[config.mk]
export PLATFORM = sky130hd
export DESIGN_NAME = clk_monitor
export DESIGN_NICKNAME = d
export VERILOG_FILES = /design/src/rtl/clk_mon_pkg.sv /design/src/rtl/clk_mon_sync.sv /design/src/rtl/clk_monitor.sv
export SDC_FILE = /design/constraint.sdc
export NUM_CORES = 1
export LEC_CHECK = 0
export CAP_MARGIN = 20
export CORE_UTILIZATION = 50
export DETAILED_ROUTE_END_ITERATION = 10
export GPL_TIMING_DRIVEN = 0
export PLACE_DENSITY = 0.73
export SKIP_CTS_REPAIR_TIMING = 1
export SKIP_LAST_GASP = 1
export SLEW_MARGIN = 40
export SYNTH_ARGS = -nofsm -noshare
export SYNTH_HDL_FRONTEND = slang
export SYNTH_SLANG_ARGS = --single-unit
[constraint.sdc]
create_clock -name clk -period 4.8 [get_ports clk]
set_input_delay 0.96 -clock clk [delete_from_list [all_inputs] [get_ports clk]]
set_output_delay 0.96 -clock clk [all_outputs]
set_load 0.01 [all_outputs]
[src/rtl/clk_mon_pkg.sv]
// Shared definitions for the clk_monitor measurement block.
// Optional feature macro: CLK_MON_DUTY_EN adds the CALC state used by the
// duty-cycle divider.
package clk_mon_pkg;

    // Width of the duty-cycle result and the percentage scale it is based on
    localparam int PCT_W     = 7;
    localparam int PCT_SCALE = 100;

    // Measurement sequencer states
    typedef enum logic [2:0] {
        ST_IDLE = 3'd0,
        ST_ARM  = 3'd1,
        ST_MEAS = 3'd2,
`ifdef CLK_MON_DUTY_EN
        ST_CALC = 3'd3,
`endif
        ST_DONE = 3'd4
    } state_t;

endpackage

[src/rtl/clk_mon_sync.sv]
// Brings one asynchronous clock-like signal into the clk domain and produces
// single-cycle rise and fall pulses. It uses one delay flop behind the
// synchronizer. Every monitored input uses the same depth, so all inputs
// see identical detection latency.
module clk_mon_sync
    import clk_mon_pkg::*;
#(
    parameter int SYNC_STAGES = 2
) (
    input  logic clk,
    input  logic rst_n,
    input  logic async_in,
    output logic rise,
    output logic fall
);

    logic [SYNC_STAGES-1:0] sync_q;
    logic                   dly_q;

    // Synchronizer chain followed by the delay flop used for edge detection
    always_ff @(posedge clk or negedge rst_n) begin
        if (!rst_n) begin
            sync_q <= '0;
            dly_q  <= 1'b0;
        end else begin
            sync_q <= {sync_q[SYNC_STAGES-2:0], async_in};
            dly_q  <= sync_q[SYNC_STAGES-1];
        end
    end

    assign rise = sync_q[SYNC_STAGES-1] & ~dly_q;
    assign fall = ~sync_q[SYNC_STAGES-1] & dly_q;

endmodule

[src/rtl/clk_monitor.sv]
// clk_monitor: measures the period and high time of a reference clock. It
// also measures the lag from a reference rise to a rise of a phase-shifted
// copy. Both inputs are sampled against the faster system clock.
// Optional feature macro: CLK_MON_DUTY_EN adds the duty_pct output. It
// also adds a 7-step restoring divider that runs in a CALC state before DONE.
// Intermediate captures are held in shadow registers and committed together
// at the closing reference rise. This keeps the visible results stable when
// the block is disabled or times out partway through a measurement.
module clk_monitor
    import clk_mon_pkg::*;
#(
    parameter int CNT_W       = 16,
    parameter int SYNC_STAGES = 2,
    parameter int TIMEOUT     = 65535
) (
    input  logic             clk,
    input  logic             rst_n,
    input  logic             en,
    input  logic             start,
    input  logic             mon_ref,
    input  logic             mon_phase,
    output logic             busy,
    output logic             done,
    output logic [CNT_W-1:0] period,
    output logic [CNT_W-1:0] high_time,
    output logic [CNT_W-1:0] phase_lag,
    output logic             phase_valid,
    output logic             timeout_err
`ifdef CLK_MON_DUTY_EN
    ,
    output logic [PCT_W-1:0] duty_pct
`endif
);

    localparam logic [CNT_W-1:0] TIMEOUT_C = CNT_W'(TIMEOUT);

    state_t           state;
    logic [CNT_W-1:0] cnt;
    logic [CNT_W-1:0] cnt_inc;
    logic [CNT_W-1:0] ht_shadow;
    logic [CNT_W-1:0] lag_shadow;
    logic             fall_seen;
    logic             phase_seen;

    logic             ref_rise;
    logic             ref_fall;
    logic             phase_rise;
    logic             phase_fall_unused;

`ifdef CLK_MON_DUTY_EN
    localparam int DIV_W = CNT_W + PCT_W;

    logic [DIV_W-1:0] div_rem;
    logic [DIV_W-1:0] div_den;
    logic [PCT_W-1:0] div_quo;
    logic [2:0]       div_iter;
    logic             div_bit;
    logic [DIV_W-1:0] rem_next;
    logic [PCT_W-1:0] quo_next;
`endif

    clk_mon_sync #(
        .SYNC_STAGES(SYNC_STAGES)
    ) u_sync_ref (
        .clk      (clk),
        .rst_n    (rst_n),
        .async_in (mon_ref),
        .rise     (ref_rise),
        .fall     (ref_fall)
    );

    clk_mon_sync #(
        .SYNC_STAGES(SYNC_STAGES)
    ) u_sync_phase (
        .clk      (clk),
        .rst_n    (rst_n),
        .async_in (mon_phase),
        .rise     (phase_rise),
        .fall     (phase_fall_unused)
    );

    assign cnt_inc = cnt + CNT_W'(1);

`ifdef CLK_MON_DUTY_EN
    // One restoring-division step: subtract the shifted divisor when it fits
    always_comb begin
        div_bit  = (div_rem >= div_den);
        rem_next = div_bit ? (div_rem - div_den) : div_rem;
        quo_next = {div_quo[PCT_W-2:0], div_bit};
    end
`endif

    // Measurement sequencer with registered results, status flags and divider
    always_ff @(posedge clk or negedge rst_n) begin
        if (!rst_n) begin
            state       <= ST_IDLE;
            cnt         <= '0;
            busy        <= 1'b0;
            done        <= 1'b0;
            period      <= '0;
            high_time   <= '0;
            phase_lag   <= '0;
            phase_valid <= 1'b0;
            timeout_err <= 1'b0;
            ht_shadow   <= '0;
            lag_shadow  <= '0;
            fall_seen   <= 1'b0;
            phase_seen  <= 1'b0;
`ifdef CLK_MON_DUTY_EN
            div_rem     <= '0;
            div_den     <= '0;
            div_quo     <= '0;
            div_iter    <= '0;
            duty_pct    <= '0;
`endif
        end else begin
            done <= 1'b0;
            if (!en) begin
                state <= ST_IDLE;
                busy  <= 1'b0;
            end else begin
                case (state)
                    ST_IDLE: begin
                        if (start) begin
                            state       <= ST_ARM;
                            busy        <= 1'b1;
                            cnt         <= '0;
                            phase_valid <= 1'b0;
                            timeout_err <= 1'b0;
                        end
                    end

                    ST_ARM: begin
                        if (cnt == TIMEOUT_C) begin
                            state       <= ST_DONE;
                            busy        <= 1'b0;
                            done        <= 1'b1;
                            timeout_err <= 1'b1;
                        end else if (ref_rise) begin
                            state      <= ST_MEAS;
                            cnt        <= '0;
                            fall_seen  <= 1'b0;
                            ht_shadow  <= '0;
                            phase_seen <= phase_rise;
                            lag_shadow <= '0;
                        end else begin
                            cnt <= cnt_inc;
                        end
                    end

                    ST_MEAS: begin
                        if (cnt == TIMEOUT_C) begin
                            state       <= ST_DONE;
                            busy        <= 1'b0;
                            done        <= 1'b1;
                            timeout_err <= 1'b1;
                        end else begin
                            cnt <= cnt_inc;
                            if (ref_rise) begin
                                period    <= cnt_inc;
                                high_time <= ht_shadow;
                                if (phase_seen) begin
                                    phase_lag   <= lag_shadow;
                                    phase_valid <= 1'b1;
                                end else if (phase_rise) begin
                                    phase_lag   <= '0;
                                    phase_valid <= 1'b1;
                                end
`ifdef CLK_MON_DUTY_EN
                                state    <= ST_CALC;
                                div_rem  <= DIV_W'(ht_shadow) * DIV_W'(PCT_SCALE);
                                div_den  <= DIV_W'(cnt_inc) << (PCT_W - 1);
                                div_quo  <= '0;
                                div_iter <= '0;
`else
                                state <= ST_DONE;
                                busy  <= 1'b0;
                                done  <= 1'b1;
`endif
                            end else begin
                                if (ref_fall && !fall_seen) begin
                                    ht_shadow <= cnt_inc;
                                    fall_seen <= 1'b1;
                                end
                                if (phase_rise && !phase_seen) begin
                                    lag_shadow <= cnt_inc;
                                    phase_seen <= 1'b1;
                                end
                            end
                        end
                    end

`ifdef CLK_MON_DUTY_EN
                    ST_CALC: begin
                        div_rem  <= rem_next;
                        div_den  <= div_den >> 1;
                        div_quo  <= quo_next;
                        div_iter <= div_iter + 3'd1;
                        if (div_iter == 3'(PCT_W - 1)) begin
                            duty_pct <= quo_next;
                            state    <= ST_DONE;
                            busy     <= 1'b0;
                            done     <= 1'b1;
                        end
                    end
`endif

                    ST_DONE: begin
                        state <= ST_IDLE;
                    end

                    default: begin
                        state <= ST_IDLE;
                        busy  <= 1'b0;
                    end
                endcase
            end
        end
    end

endmodule

# [Word level (Yosys, flattened, before mapping)]
# Index checks and enable logic that the tools add are counted.
[op_classes] reduce_logical=20 n_mux=54 n_bitwise=7 add_sub_neg=1 eq_ne=19
[op_table] op="$mux W16" count=14
[op_table] op="$pmux W16 S2" count=2
[op_table] op="$pmux W16 S3" count=1
[op_table] op="$mux W1" count=24
[op_table] op="$mux W3" count=6
[op_table] op="$ne A2 B2 Y1 const B" count=9
[op_table] op="$add A16 B1 Y16 const B" count=1
[op_table] op="$eq A16 B16 Y1 const B" count=1
[op_table] op="$reduce_and A7 Y1" count=2
[op_table] op="$reduce_and A4 Y1" count=3
[op_table] op="$pmux W1 S2" count=5
[op_table] op="$reduce_and A5 Y1" count=2
[op_table] op="$ne A3 B3 Y1 const B" count=3
[op_table] op="$pmux W3 S3" count=1
[op_table] op="$ne A4 B4 Y1 const B" count=2
[op_table] op="$reduce_bool A2 Y1" count=4
[op_table] op="$reduce_and A6 Y1" count=1
[op_table] op="$not A1 Y1" count=4
[op_table] op="$pmux W1 S4" count=1
[op_table] op="$and A1 B1 Y1" count=3
[op_table] op="$eq A3 B1 Y1 const B" count=1
[op_table] op="$eq A3 B2 Y1 const B" count=1
[op_table] op="$eq A3 B3 Y1 const B" count=1
[op_table] op="$logic_not A3 Y1" count=1
[op_table] op="other kinds (6)" count=8
[totals] output_inout_bits=52 register_bits=111

# [Logic depth before layout (Yosys ltp)]
[depth] ltp_word=7 ltp_mapped=9 ltp_nobuf=6

# [Modules after synthesis]
# Synthesis repeated with hierarchy kept, for this count alone.
[hier_totals] cells_unflattened=403 area_unflattened_um2=4777.1
[by_module_without_submodules] mod="clk_monitor" cells_per_inst=393 seq_area_each_um2=2627.5 n_inst=1 area_per_inst_um2=4596.9
[by_module_without_submodules] mod="clk_mon_sync" cells_per_inst=5 seq_area_each_um2=75.1 n_inst=2 area_per_inst_um2=90.1

# [Worst setup path before layout]
# No wires, ideal clock.
[synth_timing] path_type="register to register" startpoint="register cnt[0]" endpoint="register high_time[10]" path_stages_with_launch=9 slack_ns=2.643 t_arrival_ns=2.029 path_buffers=3 path_cell_list="dfrtp_1 > ha_1 > and3_1 > buf_6 > and4_4 > nor3b_4 > buf_6 > buf_8 > mux2_1"
[synth_between] elab_chain_cells=3
[synth_lines] element="start: declaration" line="clk_monitor.sv:38" source="logic [CNT_W-1:0] cnt;"
[synth_lines] element="start signal: assignment" line="clk_monitor.sv:147" source="cnt <= cnt_inc;"
[synth_lines] element="start signal: assignment" line="clk_monitor.sv:158" source="cnt <= cnt_inc;"
[synth_lines] element="$eq A16 B16 Y1" line="clk_monitor.sv:152" source="if (cnt == TIMEOUT_C) begin"
[synth_lines] element="$not A1 Y1 (no source line)"
[synth_lines] element="$reduce_and A4 Y1 (no source line)"
[synth_lines] element="end signal: assignment" line="clk_monitor.sv:161" source="high_time <= ht_shadow;"
[synth_lines] element="end: declaration" line="clk_monitor.sv:25" source="output logic [CNT_W-1:0] high_time,"
# Every way passes these cells.
# A chain may end at the register's enable or synchronous reset.

# [Worst setup path in the final report]
[layout_timing] startpoint="input port en" endpoint="register lag_shadow[4]"
[layout_between] elab_chain_cells=1
[layout_lines] element="start: declaration" line="clk_monitor.sv:18" source="input logic en,"
[layout_lines] element="$reduce_and A7 Y1 (no source line)"
[layout_lines] element="end signal: assignment" line="clk_monitor.sv:186" source="lag_shadow <= cnt_inc;"
[layout_lines] element="end: declaration" line="clk_monitor.sv:41" source="logic [CNT_W-1:0] lag_shadow;"
# Every way passes these cells.

==> flow_metrics.tcl <==
set metrics [dict create \
    p_per_area_nw_per_um2 308.3 \
    critPathSlowestCell "clkdlybuf4s50_1" \
    synth-seq-cells 111 \
    async_flop_share_pct 100.0 \
    io_pins 58 \
    ys_seq_area_share_pct 58.30 \
    dp_hpwl_microns 7311 \
    final_common_cell "dfrtp_1" \
    post-route-period-util_pct 57.33 \
    worstSetupPathDepth 6 \
    dieArea_sq_um 9923 \
    busiest_layer "met2" \
    vias_per_cell 5.489 \
    p_leak_nw 2.526 \
    cts_buffers 9 \
    cp.arrival_ns 3.02 \
    mostFrequentLayoutCells "111 x dfrtp_1, 56 x clkdlybuf4s50_1, 41 x nand2_1" \
    reg2reg_depth 8 \
    synth_top_area_share_pct 58.30 \
    clock-skew-final_ns 0.01427 \
    h-tree-depth 3 \
    grtUsageMet2_pct 35.36 \
    layoutNonFillerInstCount 612 \
    worst_slack_ns 2.048 \
    rsz0062_at_grt "no" \
    cts.clk_slew.worst_paths_ns 0.10 \
    setup_viol 0 \
    dr_total_vias 3359 \
    syn-num-nets 416 \
    maxCapViolCount 0 \
    placedCellCount 596 \
    gr-total-overflow 0 \
    ant_nets 0 \
    synth_edf_count 0 \
    synth_area_leaders "dfrtp_1 58%, mux2_2 5.0%, o31ai_1 3.5%" \
    routed_wl_microns 10180 \
    grt_use_met1_pct 33.02 \
    grt_pass1_wl_microns 17220 \
    cts_max_path_buffers 2 \
    grt_pass1_vias 3285 \
    path_cells "clkdlybuf4s50_1 -> nor2b_1 -> clkbuf_1 -> o211ai_2 -> buf_4 -> o31ai_1" \
    wl_per_cell_microns 16.63 \
    slew_viol_final 0 \
    worst-endpoint-required_ns 5.07 \
    outcome "finished clean" \
    grt_max_degree 73 \
    dieWidth_microns 99.62 \
    hold_class "register to register" \
    ir_worst_vdd_mv 0.1928 \
    drt-pass1-iter-count 4 \
    n_antenna_cell 0 \
    layout-drive-gt1-share_pct 13.66 \
    regToRegStartpoint "cnt[0]" \
    initial_core_util_pct 51.56 \
    clk-insertion-delay-late_ns 0.37 \
    drc 0 \
    post-synth-top-area-cell "dfrtp_1" \
    path_buf_inv 3 \
    finalSetupTns_ns 0 \
    syn_to_final_growth_pct 20.25 \
    critPathLaunch "en" \
    tightest_slew_ns 0.7282 \
    cpPeakStageDelay_ns 0.59 \
    hp-start "u_sync_phase.sync_q[0]" \
    min_path_cells 0 \
    gp_congestion 0.9230 \
    hold_slack_ns 0.3649 \
    maxSlewHeadroom_pct 51.31 \
    drt_iter0_markers 154 \
    syn_inst 409 \
    cts_tree "yes" \
    yosysWarnings 0 \
    cp_top_family "buffers and inverters" \
    clock_sinks 111 \
    worstSetupStartpointType "input port" \
    synth_cell_types 48 \
    track_usage_pct 22.59 \
    mappedNetlistArea_sq_um 4765 \
    worstSetupPathType "input port to register" \
    max_freq_mhz 363.4 \
    ys.flop_type "dfrtp_1" \
    fin_nets 485 \
    crit_fanout 10 \
    post-place-ws_ns 1.713 \
    avgSynthCellArea_sq_um 11.65 \
    port_buffers 57 \
    end_kind "register" \
    root_buffer "clkbuf_8" \
    antenna_found_initial 0 \
    design.core.area_sq_um 9240 \
    fp.dieH_microns 99.62 \
    finalHoldViolCount 0 \
    rows 35 \
    finalCriticalPeriod_ns 2.752 \
    use_met3_pct 3.795 \
]
worst paths after layout:
kind / endpoint / slack, ns
worst max-delay path: lag_shadow[4] / 2.05
worst min-delay path: u_sync_phase.sync_q[1] / 0.36
worst max register to register: lag_shadow[14] / 2.23
worst min register to register: u_sync_phase.sync_q[1] / 0.36
max in group asynchronous: lag_shadow[10] / 3.71
min in group asynchronous: phase_lag[1] / 0.45
layer usage:
| metal | wire length (microns) | vias up |
|---|---|---|
| li1 | - | 1600 |
| met1 | 4840 | 1673 |
| met2 | 4820 | 78 |
| met3 | 363 | 8 |
| met4 | 155 | 0 |
| met5 | 0 | - |
power breakdown:
part | internal [mW] | total, mW | switching, mW
Combinational | 0.0985 | 0.205 | 0.106
Clock | 0.217 | 0.551 | 0.334
Sequential | 0.976 | 1.01 | 0.0339
Total | 1.29 | 1.77 | 0.474
Yosys cell counts (2+ instances only):
| cell | n |
|---|---|
| nand3_1 | 8 |
| o22ai_1 | 2 |
| nor4_1 | 2 |
| nand2b_1 | 6 |
| clkbuf_1 | 6 |
| o41ai_1 | 3 |
| buf_6 | 7 |
| o31ai_1 | 22 |
| a21oi_1 | 20 |
| a31oi_1 | 3 |
| dfrtp_1 | 111 |
| o21ai_0 | 21 |
| nand2_1 | 41 |
| xnor2_1 | 11 |
| nand4_1 | 3 |
| and3_1 | 2 |
| buf_8 | 2 |
| nor3_1 | 10 |
| nor2_1 | 30 |
| xor2_1 | 3 |
| and4_1 | 2 |
| nor3b_1 | 2 |
| a21boi_0 | 2 |
| o21ai_1 | 2 |
| buf_4 | 3 |
| mux2_2 | 21 |
| a21o_1 | 2 |
| a22o_1 | 16 |
| buf_2 | 6 |
| and4_4 | 3 |
| o21bai_1 | 2 |
| mux2_1 | 10 |
| inv_1 | 5 |
| nor2b_1 | 6 |
stage by stage:
step                      power (mW)  utilization [%]  instance area, sq um
final                          1.766            62.00                  5729
after global routing           1.847            62.00                  5729
after CTS                      1.777            62.00                  5729
after detailed placement       1.235            59.84                  5529
after global placement         1.229            59.49                  5497
after floorplan                1.114                -                  4765
layout make-up:
class / count / area (sq um)
Fill cell: 739 / 3511
Sequential cell: 111 / 2778
Multi-Input combinational cell: 269 / 1784
Timing Repair Buffer: 58 / 603.1
Buffer: 24 / 183.9
Tap cell: 129 / 161.4
Clock buffer: 10 / 137.6
Clock inverter: 6 / 62.56
Inverter: 5 / 18.77
kinds of logic (layout without fill, tap and decap cells):
kind of cell	after synthesis	in the layout	synth area share (%)
multiplexers	32	32	7.537
adder cells (fa/ha/maj)	1	1	0.2626
XOR/XNOR	14	14	2.574
AO/OA/AOI/OAI	99	99	14.02
buffers and inverters	29	103	4.254
AND/OR/NAND/NOR	123	123	13.05
flip-flops	111	111	58.30
state kept, by name, summed over array words and instances, names as in the netlist, 2 cells and up:
signal,count
cnt,16
ht_shadow,16
period,16
u_sync_ref.sync_q,2
state,3
u_sync_phase.sync_q,2
lag_shadow,16
phase_lag,16
high_time,16
No activity file was read; power rests on OpenSTA's default activity.
